### src/rtl/ct_ebiu_cawt_ctrl_if.sv
// ct_ebiu_cawt_ctrl_if: request, response, hit and status signals between the
// CAWT allocation controller (slave side) and its environment (master side).
// Optional port sync_timeout exists only when EBIU_CAWT_SYNC_TIMEOUT_EN is defined.
interface ct_ebiu_cawt_ctrl_if #(
    parameter int ENTRY = 8,
    parameter int IDW   = 3
);
    logic             wr_req_vld;
    logic             wr_req_rdy;
    logic [IDW-1:0]   wr_req_id;
    logic [ENTRY-1:0] cawt_vld;
    logic [ENTRY-1:0] ca_wr_addr_hit_cawt;
    logic [ENTRY-1:0] ca_rd_addr_hit_cawt;
    logic [ENTRY-1:0] snb0_snpext_addr_hit_cawt;
    logic [ENTRY-1:0] snb1_snpext_addr_hit_cawt;
    logic [ENTRY-1:0] cawt_create_en;
    logic [ENTRY-1:0] cawt_create_dp_en;
    logic             ebiu_b_vld;
    logic [IDW-1:0]   ebiu_b_id;
    logic [ENTRY-1:0] cawt_pop_en;
    logic             ca_rd_stall;
    logic             snb0_snpext_stall;
    logic             snb1_snpext_stall;
    logic             sync_req;
    logic             sync_done;
    logic             cawt_full;
    logic             cawt_empty;
`ifdef EBIU_CAWT_SYNC_TIMEOUT_EN
    logic             sync_timeout;
`endif

    // Environment side: drives requests, entry state and hits.
    modport master (
`ifdef EBIU_CAWT_SYNC_TIMEOUT_EN
        input  sync_timeout,
`endif
        output wr_req_vld, cawt_vld, ca_wr_addr_hit_cawt, ca_rd_addr_hit_cawt,
               snb0_snpext_addr_hit_cawt, snb1_snpext_addr_hit_cawt,
               ebiu_b_vld, ebiu_b_id, sync_req,
        input  wr_req_rdy, wr_req_id, cawt_create_en, cawt_create_dp_en,
               cawt_pop_en, ca_rd_stall, snb0_snpext_stall, snb1_snpext_stall,
               sync_done, cawt_full, cawt_empty
    );

    // Controller side.
    modport slave (
`ifdef EBIU_CAWT_SYNC_TIMEOUT_EN
        output sync_timeout,
`endif
        input  wr_req_vld, cawt_vld, ca_wr_addr_hit_cawt, ca_rd_addr_hit_cawt,
               snb0_snpext_addr_hit_cawt, snb1_snpext_addr_hit_cawt,
               ebiu_b_vld, ebiu_b_id, sync_req,
        output wr_req_rdy, wr_req_id, cawt_create_en, cawt_create_dp_en,
               cawt_pop_en, ca_rd_stall, snb0_snpext_stall, snb1_snpext_stall,
               sync_done, cawt_full, cawt_empty
    );
endinterface

### src/rtl/ct_ebiu_cawt_ctrl.sv
// ct_ebiu_cawt_ctrl: allocation/retirement controller for the EBIU CA write
// table. Picks the lowest free entry for each accepted non-cacheable write
// (the index doubles as the AXI AW ID), retires entries on B responses,
// raises stalls on live-entry hits and runs the fence sync/drain sequence.
// Optional feature macro: EBIU_CAWT_SYNC_TIMEOUT_EN (10-bit drain timeout
// with an extra sync_timeout pulse output).
module ct_ebiu_cawt_ctrl #(
    parameter int ENTRY = 8,
    parameter int IDW   = 3
) (
    input  logic               forever_cpuclk,
    input  logic               cpurst,
    ct_ebiu_cawt_ctrl_if.slave bus
);
    typedef enum logic [1:0] {
        IDLE  = 2'd0,
        DRAIN = 2'd1,
        DONE  = 2'd2,
        WAIT  = 2'd3
    } state_e;

    localparam logic [IDW:0] CNT_FULL = (IDW + 1)'(ENTRY);
    localparam logic [IDW:0] CNT_ONE  = (IDW + 1)'(1);

    state_e           state_q, state_d;
    logic [IDW:0]     cnt_q, cnt_d;
    logic [ENTRY-1:0] free_vec;
    logic [IDW-1:0]   alloc_idx;
    logic [ENTRY-1:0] create_vec;
    logic [ENTRY-1:0] pop_vec;
    logic             full;
    logic             empty;
    logic             accept_open;
    logic             req_rdy;
    logic             wr_acc;
    logic             pop_hit;
    logic             tmo_hit;

    assign free_vec = ~bus.cawt_vld;
    assign full     = (cnt_q == CNT_FULL);
    assign empty    = (cnt_q == '0);
    assign req_rdy  = accept_open && !full && !(|bus.ca_wr_addr_hit_cawt);
    assign wr_acc   = bus.wr_req_vld && req_rdy;
    // A response naming an entry that is not live is dropped.
    assign pop_hit  = bus.ebiu_b_vld && bus.cawt_vld[bus.ebiu_b_id];

    // Priority encoder: lowest-numbered free entry wins.
    always_comb begin
        // NOTE: default every always_comb output first so no path leaves it unassigned (no latch).
        alloc_idx = '0;
        for (int i = ENTRY - 1; i >= 0; i--) begin
            if (free_vec[i]) alloc_idx = IDW'(i);
        end
    end

    // One-hot create and pop strobes; a popped entry is live so it never equals alloc_idx.
    always_comb begin
        create_vec = '0;
        pop_vec    = '0;
        if (wr_acc)  create_vec[alloc_idx]     = 1'b1;
        if (pop_hit) pop_vec[bus.ebiu_b_id]    = 1'b1;
    end

    // Occupancy count: +1 on create only, -1 on pop only.
    always_comb begin
        cnt_d = cnt_q;
        case ({wr_acc, pop_hit})
            2'b10:   cnt_d = cnt_q + CNT_ONE;
            2'b01:   cnt_d = cnt_q - CNT_ONE;
            default: cnt_d = cnt_q;
        endcase
    end

    // Occupancy count and FSM state registers.
    always_ff @(posedge forever_cpuclk or posedge cpurst) begin
        // NOTE: sequential state uses non-blocking assignments so every register samples pre-edge values.
        if (cpurst) begin
            cnt_q   <= '0;
            state_q <= IDLE;
        end else begin
            cnt_q   <= cnt_d;
            state_q <= state_d;
        end
    end

`ifdef EBIU_CAWT_SYNC_TIMEOUT_EN
    logic [9:0] tmo_cnt_q, tmo_cnt_d;

    // Timeout fires only if the table has not drained by the 1023rd DRAIN cycle.
    assign tmo_hit          = (state_q == DRAIN) && (tmo_cnt_q == 10'd1023) && !empty;
    assign bus.sync_timeout = tmo_hit;

    // Count DRAIN cycles; held at zero outside DRAIN so it is clear on entry.
    always_comb begin
        tmo_cnt_d = '0;
        if ((state_q == DRAIN) && (state_d == DRAIN)) tmo_cnt_d = tmo_cnt_q + 10'd1;
    end

    // Drain timeout counter register.
    always_ff @(posedge forever_cpuclk or posedge cpurst) begin
        if (cpurst) tmo_cnt_q <= '0;
        else        tmo_cnt_q <= tmo_cnt_d;
    end
`else
    assign tmo_hit = 1'b0;
`endif

    // Sync FSM next state.
    always_comb begin
        state_d = state_q;
        case (state_q)
            IDLE:    if (bus.sync_req)      state_d = DRAIN;
            DRAIN:   if (empty || tmo_hit)  state_d = DONE;
            DONE:                           state_d = WAIT;
            WAIT:    if (!bus.sync_req)     state_d = IDLE;
            default:                        state_d = IDLE;
        endcase
    end

    // Sync FSM outputs: writes only admitted in IDLE, done pulse in DONE.
    always_comb begin
        accept_open   = (state_q == IDLE);
        bus.sync_done = (state_q == DONE);
    end

    assign bus.wr_req_rdy        = req_rdy;
    assign bus.wr_req_id         = alloc_idx;
    assign bus.cawt_create_en    = create_vec;
    assign bus.cawt_create_dp_en = create_vec;
    assign bus.cawt_pop_en       = pop_vec;
    assign bus.cawt_full         = full;
    assign bus.cawt_empty        = empty;
    assign bus.ca_rd_stall       = |bus.ca_rd_addr_hit_cawt;
    assign bus.snb0_snpext_stall = |bus.snb0_snpext_addr_hit_cawt;
    assign bus.snb1_snpext_stall = |bus.snb1_snpext_addr_hit_cawt;

endmodule

### src/flat_wrapper.sv
// flat-port wrapper written by rule: the top's interface ports become plain ports
module ct_ebiu_cawt_ctrl_flat 
#(
    parameter int ENTRY = 8,
    parameter int IDW   = 3
)
  (forever_cpuclk, cpurst, bus_wr_req_vld, bus_cawt_vld, bus_ca_wr_addr_hit_cawt, bus_ca_rd_addr_hit_cawt, bus_snb0_snpext_addr_hit_cawt, bus_snb1_snpext_addr_hit_cawt, bus_ebiu_b_vld, bus_ebiu_b_id, bus_sync_req, bus_wr_req_rdy, bus_wr_req_id, bus_cawt_create_en, bus_cawt_create_dp_en, bus_cawt_pop_en, bus_ca_rd_stall, bus_snb0_snpext_stall, bus_snb1_snpext_stall, bus_sync_done, bus_cawt_full, bus_cawt_empty);
  ct_ebiu_cawt_ctrl_if #(.ENTRY(ENTRY), .IDW(IDW)) bus_i ();
  input  logic forever_cpuclk;
  input  logic cpurst;
  input wire logic [$bits(bus_i.wr_req_vld)-1:0] bus_wr_req_vld;
  input wire logic [$bits(bus_i.cawt_vld)-1:0] bus_cawt_vld;
  input wire logic [$bits(bus_i.ca_wr_addr_hit_cawt)-1:0] bus_ca_wr_addr_hit_cawt;
  input wire logic [$bits(bus_i.ca_rd_addr_hit_cawt)-1:0] bus_ca_rd_addr_hit_cawt;
  input wire logic [$bits(bus_i.snb0_snpext_addr_hit_cawt)-1:0] bus_snb0_snpext_addr_hit_cawt;
  input wire logic [$bits(bus_i.snb1_snpext_addr_hit_cawt)-1:0] bus_snb1_snpext_addr_hit_cawt;
  input wire logic [$bits(bus_i.ebiu_b_vld)-1:0] bus_ebiu_b_vld;
  input wire logic [$bits(bus_i.ebiu_b_id)-1:0] bus_ebiu_b_id;
  input wire logic [$bits(bus_i.sync_req)-1:0] bus_sync_req;
  output wire logic [$bits(bus_i.wr_req_rdy)-1:0] bus_wr_req_rdy;
  output wire logic [$bits(bus_i.wr_req_id)-1:0] bus_wr_req_id;
  output wire logic [$bits(bus_i.cawt_create_en)-1:0] bus_cawt_create_en;
  output wire logic [$bits(bus_i.cawt_create_dp_en)-1:0] bus_cawt_create_dp_en;
  output wire logic [$bits(bus_i.cawt_pop_en)-1:0] bus_cawt_pop_en;
  output wire logic [$bits(bus_i.ca_rd_stall)-1:0] bus_ca_rd_stall;
  output wire logic [$bits(bus_i.snb0_snpext_stall)-1:0] bus_snb0_snpext_stall;
  output wire logic [$bits(bus_i.snb1_snpext_stall)-1:0] bus_snb1_snpext_stall;
  output wire logic [$bits(bus_i.sync_done)-1:0] bus_sync_done;
  output wire logic [$bits(bus_i.cawt_full)-1:0] bus_cawt_full;
  output wire logic [$bits(bus_i.cawt_empty)-1:0] bus_cawt_empty;
  assign bus_i.wr_req_vld = bus_wr_req_vld;
  assign bus_i.cawt_vld = bus_cawt_vld;
  assign bus_i.ca_wr_addr_hit_cawt = bus_ca_wr_addr_hit_cawt;
  assign bus_i.ca_rd_addr_hit_cawt = bus_ca_rd_addr_hit_cawt;
  assign bus_i.snb0_snpext_addr_hit_cawt = bus_snb0_snpext_addr_hit_cawt;
  assign bus_i.snb1_snpext_addr_hit_cawt = bus_snb1_snpext_addr_hit_cawt;
  assign bus_i.ebiu_b_vld = bus_ebiu_b_vld;
  assign bus_i.ebiu_b_id = bus_ebiu_b_id;
  assign bus_i.sync_req = bus_sync_req;
  assign bus_wr_req_rdy = bus_i.wr_req_rdy;
  assign bus_wr_req_id = bus_i.wr_req_id;
  assign bus_cawt_create_en = bus_i.cawt_create_en;
  assign bus_cawt_create_dp_en = bus_i.cawt_create_dp_en;
  assign bus_cawt_pop_en = bus_i.cawt_pop_en;
  assign bus_ca_rd_stall = bus_i.ca_rd_stall;
  assign bus_snb0_snpext_stall = bus_i.snb0_snpext_stall;
  assign bus_snb1_snpext_stall = bus_i.snb1_snpext_stall;
  assign bus_sync_done = bus_i.sync_done;
  assign bus_cawt_full = bus_i.cawt_full;
  assign bus_cawt_empty = bus_i.cawt_empty;
  ct_ebiu_cawt_ctrl #(.ENTRY(ENTRY), .IDW(IDW)) u_core (.forever_cpuclk(forever_cpuclk), .cpurst(cpurst), .bus(bus_i));
endmodule
### config.mk
export PLATFORM = sky130hd
export DESIGN_NAME = ct_ebiu_cawt_ctrl_flat
export DESIGN_NICKNAME = d
export VERILOG_FILES = /design/src/rtl/ct_ebiu_cawt_ctrl_if.sv /design/src/rtl/ct_ebiu_cawt_ctrl.sv /design/src/flat_wrapper.sv
export SDC_FILE = /design/constraint.sdc
export NUM_CORES = 1
export LEC_CHECK = 0
export BUFFER_PORTS_ARGS = -buffer_cell sky130_fd_sc_hd__buf_2
export CELL_PAD_IN_SITES_DETAIL_PLACEMENT = 0
export CELL_PAD_IN_SITES_GLOBAL_PLACEMENT = 1
export CORE_ASPECT_RATIO = 1.1
export CORE_MARGIN = 2
export CORE_UTILIZATION = 25
export DETAILED_ROUTE_END_ITERATION = 8
export PLACE_DENSITY = 0.85
export SETUP_SLACK_MARGIN = 0.4
export SLEW_MARGIN = 10
export SYNTH_ARGS = -nofsm -noshare
export SYNTH_HDL_FRONTEND = slang
export SYNTH_SLANG_ARGS = --single-unit
### constraint.sdc
create_clock -name forever_cpuclk -period 4.02 [get_ports forever_cpuclk]
set_input_delay 0.201 -clock forever_cpuclk [delete_from_list [all_inputs] [get_ports forever_cpuclk]]
set_output_delay 0.201 -clock forever_cpuclk [all_outputs]
set_load 0.03 [all_outputs]
==> summary by stage <==
Floorplan
The standard cell core area is 3303 um^2. In this run the core area contains 22 standard-cell rows. The height of the die is 65.41 um. The die area is 3913 um^2. The horizontal extent of the die is 59.83 um. The starting utilization of the core area is 0.2595.

The I/O pin count is 82.

STA
The shortest clock period the worst path allows after layout is 2.481 ns. The maximum clock frequency is 403.1 MHz. The count of pins over their slew limit is 0. Of the available clock period, the critical path in the final layout requires 0.6171. The number of hold violations in the final report came to 0. The post-route setup TNS is 0 ns. The worst setup skew after layout is 0.002545 ns. The headroom to the max-slew limit is 0.6855.

Setup violations remaining at the end of the flow were counted as 0. Setup repair after global routing left no endpoint under its margin. The slew at the pin with the worst max-slew slack is 0.4674 ns.

Power
The reported leakage power is 0.6954 nW. In this run the power spent charging and discharging nets is 0.1881 mW. Internal power comes to 0.2368 mW. The share of total power in sequential cells is 0.321. The part of the power in combinational logic is 0.549. Of the total power, the share spent switching nets is 0.4426.

Across the VDD grid, the largest voltage drop is 0.0001438 V. The share of power burned in the clock network is 0.130. For this design the ratio of total power to cell area is 334.2 nW/um^2.

Clock network
Buffers inserted during clock tree synthesis total 3. TritonCTS built the clock tree. The buffer depth of the longest clock path is 2. The number of clock sinks seen by CTS is 6. After clock tree synthesis, the clock-pin slew on the worst setup and hold paths is 0.05 ns. The library cell used as clock root buffer is clkbuf_4. In this run the number of H-tree levels came out at 1. The clock latency on the worst-skew pair is 0.24 ns.

Final layout
From synthesis to final layout, the design area changed by 48.32%. The number of fill cells in the layout is 368. The utilization of the core after routing is 0.3848.

For this run, the post-layout net count is 241. The number of antenna diodes in the final layout is 0. The layout cell share with drive strength beyond 1 is 0.5137. The finished layout holds 219 standard cells, fillers aside.

Worst setup path
The cell with the biggest individual delay on the critical path is dfrtp_1. The maximum fanout encountered on the critical timing path is 8. The data arrival at the endpoint of the critical path is 2.60 ns.

The kind of end point of the critical path is a register. The maximum single-stage delay on the critical path is 0.40 ns. At the worst endpoint, the required time is 4.14 ns. Walking the worst path, the cells encountered are inv_1 > ha_1 > nand2b_1 > nor4_4 > nand2_4 > ha_1 > xor2_1 > ha_1 > a21oi_1 > xor2_1 > nor2_1 > xor2_1. The worst setup path is launched from a register. The critical setup path kind is register to register.

Routing
The wire length reported by the detailed router is 2148 um. Dividing the detail-routed via count by the number of cells gives 4.753. The pre-antenna-repair detailed-routing pass consisted of 4 iterations. The routed via count is 1041. The routed wirelength normalized by instance count is 9.808 um. The count of nets left with antenna violations after detail routing is 0.

The number of remaining DRC errors is 0. The number of DRC markers in iteration 0 is 37.

Logic synthesis
The fraction of the mapped netlist area in compound gates is 0.07883. After synthesis, the largest family of logic cells by area is simple AND/OR/NAND/NOR gates. The post-synthesis cell area is 857.1 um^2. The arithmetic-cell share of the synthesized area counting full adders, half adders and majority gates is 0.1168.

Of the total synthesized cell area, the portion taken by AND, OR, NAND and NOR gates is 0.3766. The number of unique standard cell types used by synthesis is 34. After synthesis, the share of cell area in mux cells is 0.09051. The number of nets handed over by synthesis was 164.

Synthesis produced a netlist whose cell count is 108. After synthesis the netlist holds a flip-flop and latch count of 6. The xor/xnor cell area share of the yosys netlist is 0.05109. The mean instance size in the synthesized netlist is 7.936 um^2. The sequential share of the synthesized area is 0.1752.

The yosys synthesis warning count is 0.

Status
The flow ran to the end, and the final reports show no timing, DRC or antenna violations.

GRT
The initial antenna violation count is 0. The first-pass GRT wire length is 3180 um. The number of global-route vias before repair came to 807. The combined global-route utilization of all metal layers is 0.1013. The maximum number of pins on one net before global-route repair is 9. The remaining global-route overflow is 0.

Place
The weighted congestion at the end of routability-driven global placement is 0.8112. The number of buffers inserted by port buffering is 81. Counting tap cells, the placed design contains a total of 215 instances. The post-detailed-placement half-perimeter wirelength is 1883 um.

Flow run
Max-cap violations in this run came to 0.

Hold path
The class of the most critical hold timing path is input port to register.
-- flip-flops by register name, summed over array words and instances (netlist names) --
name and count:
u_core.cnt_q 4, u_core.state_q 2
-- critical path, delay by kind of cell, from the launching register on --
kind | cells | cell delay, ns
xor+xnor | 3 | 0.45
fa+ha+maj | 3 | 0.61
simple gates | 4 | 0.64
flops | 1 | 0.40
compound gates | 1 | 0.14
buf+inv | 1 | 0.11
-- per-stage QoR --
step	power, mW	setup slack (ns)	hold WS, ns	area, um^2
6_report	0.4249	1.539	0.3967	1271
5_1_grt	0.4706	1.353	0.4400	1271
4_1_cts	0.4318	1.507	0.3896	1271
3_5_place_dp	0.3738	1.504	0.1333	1239
3_3_place_gp	0.3723	1.529	0.1332	1239
2_1_floorplan	0.3090	1.039	-0.008041	857.1
-- cell families (layout without fill, tap and decap cells) --
family                     count (synthesis)  in the layout
muxes                                      5              5
DFF                                        6              6
and+or+nand+nor                           56             56
xor gates and xnor gates                   5              5
adders and majority gates                  8              8
buffers and inverters                     17             92
AOI/OAI and AO/OA                         11             11
-- layout make-up --
class                   count  area, um^2  share of cell area
flip-flops and latches      6       150.1              0.1181
multi-input cells          85       611.8              0.4813
inverters                   7       26.28             0.02067
clock buffers               3       22.52             0.01772
well taps                  36       45.04             0.03543
repair buffers             82       415.4              0.3268
-- power by group through the flow --
stage                     registers [mW]  logic (mW)  clock network, mW
after CTS                          0.138       0.237             0.0576
final                              0.136       0.233             0.0551
after floorplan                    0.121       0.188                  0
after global placement             0.139       0.234                  0
after detailed placement           0.139       0.235                  0
after global routing               0.144       0.265             0.0623
-- what timing repair did --
item	CTS	global route
gates resized for setup	0	0
endpoints found under the hold margin	6	0
hold buffers	1	0
buffers inserted	0	0
-- cell usage in the layout (no fill, tap or decap), drive strengths merged --
master / Yosys / routed
a211oi: 1 / 1
a21boi: 2 / 2
a21oi: 2 / 2
a31oi: 1 / 1
a32oi: 1 / 1
buf: 9 / 81
clkbuf: 1 / 3
dfrtp: 6 / 6
dlygate4sd3: 0 / 1
ha: 8 / 8
inv: 7 / 7
mux2: 2 / 2
mux2i: 1 / 1
mux4: 2 / 2
nand2: 12 / 12
nand2b: 4 / 4
nand3: 2 / 2
nand3b: 1 / 1
nand4: 1 / 1
nor2: 14 / 14
nor3: 6 / 6
nor3b: 1 / 1
nor4: 11 / 11
nor4b: 1 / 1
o21ai: 4 / 4
or3: 1 / 1
or3b: 1 / 1
or4: 1 / 1
xnor2: 2 / 2
xor2: 3 / 3
-- path summary, 6_finish.rpt --
check,start,slack (ns),endpoint,cells past startpoint
setup reg to reg,u_core.state_q[1]$_DFFE_PP0P_,1.54,u_core.cnt_q[2]$_DFFE_PP0P_,12
hold reg to reg,u_core.cnt_q[3]$_DFFE_PP0P_,0.49,u_core.cnt_q[3]$_DFFE_PP0P_,1
hold / removal,bus_sync_req,0.40,u_core.state_q[0]$_DFFE_PP0P_,4
setup / recovery,u_core.state_q[1]$_DFFE_PP0P_,1.54,u_core.cnt_q[2]$_DFFE_PP0P_,12
min in group asynchronous,cpurst,0.42,u_core.cnt_q[1]$_DFFE_PP0P_,3
max in group asynchronous,cpurst,3.39,u_core.cnt_q[3]$_DFFE_PP0P_,3
-- metal layers --
metal	GRT usage	wire length, um	up-vias
met5	0	0	-
met4	0.01667	0	0
met3	0.02362	224	0
met2	0.1943	1012	59
met1	0.1107	911	452
li1	-	-	530
-- synth_stat cells --
master	instances	area, um^2
nand2b_1	4	25.02
mux4_2	2	45.04
nor4b_2	1	15.01
nand2_4	1	11.26
nand3_1	2	10.01
o21ai_0	3	15.01
or3b_2	1	8.760
xnor2_1	2	17.52
nor3b_1	1	7.510
buf_2	1	5.000
nor4_1	9	56.30
a211oi_1	1	7.510
buf_4	8	60.06
nand2_1	11	41.29
nor2_1	14	52.55
xor2_1	3	26.28
dfrtp_1	6	150.1
mux2i_1	1	10.01
nor4_2	1	12.51
a21oi_1	2	10.01
or4_4	1	11.26
mux2_2	2	22.52
nand4_1	1	6.260
nor4_4	1	21.27
a31oi_1	1	6.260
ha_1	8	100.1
clkbuf_1	1	3.750
nand3b_1	1	7.510
inv_1	7	26.28
a32oi_1	1	8.760
a21boi_0	2	15.01
o21ai_1	1	5.000
or3_1	1	6.260
nor3_1	6	30.03
No activity file was read; power rests on OpenSTA's default activity.
